$ cat src/rtl/sprite_motion_ctrl.sv
`default_nettype none
// ============================================================================
// Module      : sprite_motion_ctrl
// Description : Per-frame position/velocity engine for one sprite. Decodes
//               WASD from packed USB keycodes, applies acceleration and
//               friction with a speed cap, and resolves playfield walls by
//               bounce or clamp.
// Revision    : 1.0 - initial release
// ============================================================================
module sprite_motion_ctrl #(
  parameter int X_MIN        = 100,
  parameter int X_MAX        = 539,
  parameter int Y_MIN        = 100,
  parameter int Y_MAX        = 379,
  parameter int X_CENTER     = 320,
  parameter int Y_CENTER     = 240,
  parameter int SIZE         = 4,
  parameter int MAX_SPEED    = 4,
  parameter int ACCEL_FRAMES = 4,
  parameter int KEY_SLOTS    = 4
) (
  input  logic                   frame_clk,
  input  logic                   Reset_n,
  input  logic [8*KEY_SLOTS-1:0] keycode,
  input  logic                   bounce_en,
  input  logic                   pause,
  input  logic                   respawn,
  output logic [9:0]             BallX,
  output logic [9:0]             BallY,
  output logic [9:0]             BallS,
  output logic [4:0]             VelX,
  output logic [4:0]             VelY,
  output logic [3:0]             wall_hit
);

  localparam int CNT_W = (ACCEL_FRAMES > 1) ? $clog2(ACCEL_FRAMES) : 1;

  localparam logic [CNT_W-1:0]   c_cnt_last = CNT_W'(ACCEL_FRAMES - 1);
  localparam logic signed [4:0]  c_vmax     = 5'(MAX_SPEED);
  localparam logic signed [11:0] c_size     = 12'(SIZE);
  localparam logic signed [11:0] c_x_min    = 12'(X_MIN);
  localparam logic signed [11:0] c_x_max    = 12'(X_MAX);
  localparam logic signed [11:0] c_y_min    = 12'(Y_MIN);
  localparam logic signed [11:0] c_y_max    = 12'(Y_MAX);

  // Result of resolving one axis against its pair of walls
  typedef struct packed {
    logic [9:0] pos;
    logic [4:0] vel;
    logic       hit_lo;
    logic       hit_hi;
  } axis_t;

  logic [9:0]           r_pos_x;
  logic [9:0]           r_pos_y;
  logic signed [4:0]    r_vel_x;
  logic signed [4:0]    r_vel_y;
  logic [CNT_W-1:0]     r_cnt;
  logic [3:0]           r_wall_hit;

  logic [KEY_SLOTS-1:0] w_slot_a;
  logic [KEY_SLOTS-1:0] w_slot_d;
  logic [KEY_SLOTS-1:0] w_slot_w;
  logic [KEY_SLOTS-1:0] w_slot_s;
  logic                 w_step_tick;
  logic signed [4:0]    w_vx_new;
  logic signed [4:0]    w_vy_new;
  axis_t                w_ax;
  axis_t                w_ay;

  // A key counts as pressed if any slot holds it, so slot order is irrelevant
  for (genvar i = 0; i < KEY_SLOTS; i++) begin : g_slot
    assign w_slot_a[i] = (keycode[8*i +: 8] == 8'h04);
    assign w_slot_d[i] = (keycode[8*i +: 8] == 8'h07);
    assign w_slot_w[i] = (keycode[8*i +: 8] == 8'h1A);
    assign w_slot_s[i] = (keycode[8*i +: 8] == 8'h16);
  end

  // One velocity step per axis on the tick: push toward the key direction with
  // saturation, or decay toward zero when no (or both opposing) keys are held.
  function automatic logic signed [4:0] f_vel_step(
    input logic signed [4:0] v,
    input logic              k_pos,
    input logic              k_neg,
    input logic              tick
  );
    logic signed [4:0] v_out;
    v_out = v;
    if (tick) begin
      if (k_pos && !k_neg)      v_out = (v >= c_vmax)  ? c_vmax  : v + 5'sd1;
      else if (k_neg && !k_pos) v_out = (v <= -c_vmax) ? -c_vmax : v - 5'sd1;
      else if (v > 5'sd0)       v_out = v - 5'sd1;
      else if (v < 5'sd0)       v_out = v + 5'sd1;
    end
    return v_out;
  endfunction

  // Move one axis by its new velocity in 12-bit signed space (so nothing wraps
  // through 0/1023), then clamp to the wall and bounce or stop on a hit.
  function automatic axis_t f_axis(
    input logic [9:0]         pos,
    input logic signed [4:0]  v_new,
    input logic signed [11:0] lo,
    input logic signed [11:0] hi,
    input logic               bounce
  );
    axis_t             a;
    logic signed [11:0] nxt;
    nxt      = $signed({2'b00, pos}) + $signed({{7{v_new[4]}}, v_new});
    a.pos    = nxt[9:0];
    a.vel    = v_new;
    a.hit_lo = 1'b0;
    a.hit_hi = 1'b0;
    if (nxt + c_size > hi) begin
      a.pos    = 10'(hi - c_size);
      a.vel    = bounce ? -v_new : 5'sd0;
      a.hit_hi = 1'b1;
    end else if (nxt - c_size < lo) begin
      a.pos    = 10'(lo + c_size);
      a.vel    = bounce ? -v_new : 5'sd0;
      a.hit_lo = 1'b1;
    end
    return a;
  endfunction

  assign w_step_tick = (r_cnt == c_cnt_last);
  assign w_vx_new    = f_vel_step(r_vel_x, |w_slot_d, |w_slot_a, w_step_tick);
  assign w_vy_new    = f_vel_step(r_vel_y, |w_slot_s, |w_slot_w, w_step_tick);
  assign w_ax        = f_axis(r_pos_x, w_vx_new, c_x_min, c_x_max, bounce_en);
  assign w_ay        = f_axis(r_pos_y, w_vy_new, c_y_min, c_y_max, bounce_en);

  // Frame update: reset > respawn (keeps accel phase) > pause (hold) > motion
  always_ff @(posedge frame_clk) begin
    if (!Reset_n) begin
      r_pos_x    <= 10'(X_CENTER);
      r_pos_y    <= 10'(Y_CENTER);
      r_vel_x    <= 5'sd0;
      r_vel_y    <= 5'sd0;
      r_cnt      <= '0;
      r_wall_hit <= 4'b0000;
    end else if (respawn) begin
      r_pos_x    <= 10'(X_CENTER);
      r_pos_y    <= 10'(Y_CENTER);
      r_vel_x    <= 5'sd0;
      r_vel_y    <= 5'sd0;
      r_wall_hit <= 4'b0000;
    end else if (pause) begin
      r_wall_hit <= 4'b0000;
    end else begin
      r_cnt      <= w_step_tick ? '0 : r_cnt + 1'b1;
      r_pos_x    <= w_ax.pos;
      r_pos_y    <= w_ay.pos;
      r_vel_x    <= $signed(w_ax.vel);
      r_vel_y    <= $signed(w_ay.vel);
      r_wall_hit <= {w_ay.hit_lo, w_ay.hit_hi, w_ax.hit_lo, w_ax.hit_hi};
    end
  end

  assign BallX    = r_pos_x;
  assign BallY    = r_pos_y;
  assign BallS    = 10'(SIZE);
  assign VelX     = r_vel_x;
  assign VelY     = r_vel_y;
  assign wall_hit = r_wall_hit;

endmodule
`default_nettype wire

$ cat config.mk
export PLATFORM = sky130hd
export DESIGN_NAME = sprite_motion_ctrl
export DESIGN_NICKNAME = d
export VERILOG_FILES = /design/src/rtl/sprite_motion_ctrl.sv
export SDC_FILE = /design/constraint.sdc
export NUM_CORES = 1
export LEC_CHECK = 0
export ABC_AREA = 1
export CAP_MARGIN = 20
export CELL_PAD_IN_SITES_DETAIL_PLACEMENT = 1
export CELL_PAD_IN_SITES_GLOBAL_PLACEMENT = 2
export CORE_ASPECT_RATIO = 0.8
export CORE_MARGIN = 3
export CORE_UTILIZATION = 28
export DETAILED_ROUTE_END_ITERATION = 8
export PLACE_DENSITY_LB_ADDON = 0.1
export SYNTH_ARGS = -nofsm -noshare
export SYNTH_HDL_FRONTEND = slang
export SYNTH_SLANG_ARGS = --single-unit
$ cat constraint.sdc
create_clock -name frame_clk -period 4.2 [get_ports frame_clk]
set_input_delay 0.42 -clock frame_clk [delete_from_list [all_inputs] [get_ports frame_clk]]
set_output_delay 0.42 -clock frame_clk [all_outputs]
set_load 0.02 [all_outputs]
==> metrics.txt <==
WS Path Type=in2reg; Switch Pwr=0.622 mW; Max clock buf depth=2; status=completed; Setup Slack @ Placement=-0.460 ns; Mapped Avg Cell Area=approximately 6 um2; clock group share of total power=0.281; top post-synthesis cells by area=nand2_1 (16%), dfxtp_1 (15%), ha_1 (9.6%); R2R setup slack=~0.28 ns; leakage power=3.83 nW; Seq/Total Area, Yosys=0.150; I/O Buffers=70; clock skew=0.00504 ns; Arr. time, crit path=between 4 and 5 ns; drt total wl=18400 um; Async S/R FF share, synth=0; Clk Latency, worst-skew pair=0.29 ns; crit share post-route=0.947; Clock Root Buffer=clkbuf_16; Top Family by Delay on Critical Path=simple AND/OR/NAND/NOR gates; Crit Path Max Fanout=6; H-tree levels=2; endpoints failing hold=0; crit-path max cell delay=roughly 0.5 ns; FF+latch count, synth=36; WL/cell=between 15 and 20 um; critical path required time=~4.4 ns; combinational power share=0.482; 1st-pass router iterations=4; Final Max Slew Viols=0; EDFF count, synth=0; synth warn=0; sequential power share=0.237; max cap viols=0; Peak supply drop=0.139 mV; # diodes=0; crit start category=primary input; Num Clock Sinks=36; Syn-to-layout area delta=51.5%; global-route wire length before repair=between 20000 and 30000 um; most common cell after layout, fill and taps aside=nand2_1; Core Util, Final=0.436; CTS tree=done; Slew HR=0.637; switch share=0.390; full die area=approximately 19000 um2; slowest cell on the critical path=clkdlybuf4s50_1; largest area contributor in the netlist=nand2_1; FMAX=0.251 GHz; top-level port count=81; detailed-route via count=roughly 5700; most frequent cells in the layout=nand2_1 (179), inv_1 (111), buf_4 (109), nor2_1 (70), nand3_1 (67); Fin Setup TNS=0 ns; Storage cell area=721 um2; PD cells=219 nW/um2; ys flop type=dfxtp_1; Final nets=~1100; Starting Density=0.288; crit path time final=3.98 ns; num rows=42; core area=between 15000 and 20000 um2; GR Overflow Total=0; CTS clock-pin slew for the worst setup and hold paths=0.06 ns; worst path bufs/invs=6; hpwl dp=about 15000 um; antenna violations before repair=0; vias per inst=4.65; Synth Instances=about 820; CP most frequent cell=nand2_2; multi-input logic area=between 3000 and 4000 um2; Hold/Removal Path Class=reg2reg; CTS buffer count=5; Int Power=approximately 0.97 mW; fin worst setup slack=about 0.22 ns; # setup viols final=0; residual DRC count=0; largest net degree at the start of global routing=20; FILL cells=about 2200; worst slew pin tran=0.542 ns; area fraction of the dominant cell type after synthesis=0.160; Die Wd=153 um; GPL Wtd Cong=0.876; Die Y-Extent=123 um; crit path capture type=flop; antenna-violating nets left=0; hold-fix buffers at CTS=0; initial DRC count=approximately 170; vias in the first global route=5718; GRT Total Usage=0.185; Yosys cell types=around 50; final total power=about 1.6 mW; synthesized area=4810 um2; ratio of cells with drive above 1 in the final layout=0.312
layout make-up:
class	count	share of cell area
multi-input combinational	632	0.540
timing repair buffer	184	0.227
sequential	36	0.0989
inverter	140	0.0735
tap	220	0.0378
clock buffer	6	0.0177
clock inverter	2	0.00481
flip-flops by register name, indices dropped and copies added, names as in the netlist:
signal and cells:
BallY 10, r_cnt 2, wall_hit 4, BallX 10, VelY 5, VelX 5
logic make-up (layout without fill, tap and decap cells):
logic type	Yosys count	count (layout)	share of synthesized area
buffers and inverters	161	332	0.141
and+or+nand+nor	460	462	0.446
xor gates and xnor gates	14	14	0.0302
DFF	36	36	0.150
adders and majority gates	39	39	0.105
AOI/OAI and AO/OA	107	107	0.127
other	2	10	0.00156
timing repair:
| item | 4_1_cts | 5_1_grt |
|---|---|---|
| cloned | 0 | 2 |
| endpoints found under the setup margin | 17 | 34 |
| pin swaps | 5 | 56 |
| buffers inserted | 3 | 27 |
| gates resized for setup | 11 | 156 |
worst min-delay path, cell delays in order, from the launching register on:
cell	delay, ns
dfxtp_1	0.34
nand2_1	0.07
o21ai_1	0.05
final timing paths:
| path | start | end | cells after the start |
|---|---|---|---|
| min | BallX[5] | BallX[5] | 2 |
| min reg2reg | BallX[5] | BallX[5] | 2 |
| max | keycode[5] | BallY[9] | 32 |
| max reg2reg | VelX[0] | VelX[4] | 27 |
power by group through the flow:
stage	combinational (mW)	sequential, mW	clock, mW
after global placement	0.628	0.383	0
after CTS	0.657	0.376	0.454
final	0.770	0.379	0.449
after detailed placement	0.641	0.384	0
after global routing	0.852	0.380	0.470
after floorplan	0.378	0.396	0
per-stage QoR:
stage	cell area, um2	hold WS (ns)	cells
floorplan	4840	0.442	827
global placement	6290	0.458	1180
detailed placement	6290	0.486	1180
CTS	6510	0.492	1191
global route	7290	0.515	1220
finish	7290	0.499	1220
routing by layer:
layer	track usage	vias up	routed length, um
li1	-	2927	-
met1	0.257	2683	8980
met2	0.317	53	8850
met3	0.0203	12	387
met4	0.0301	0	184
met5	0	-	0
cell usage after synthesis (3+ instances only):
library cell and instances:
nor2_2 11, dfxtp_1 36, buf_4 10, nor3_1 9, ha_1 37, clkbuf_1 4
nand2_1 205, nand3b_1 6, inv_2 13, xor2_1 5, nand2_4 8, xor2_2 3
buf_6 3, o21ai_2 3, nand4_1 6, xnor2_1 6, nor2_1 93, o211ai_1 4
o21ai_1 8, o21ai_0 40, clkinv_1 3, a31oi_1 6, inv_1 123, nand3_1 76
nand3_2 6, a21oi_2 5, a21oi_1 33, nand2_2 29
Power figures use the tool's default switching activity.
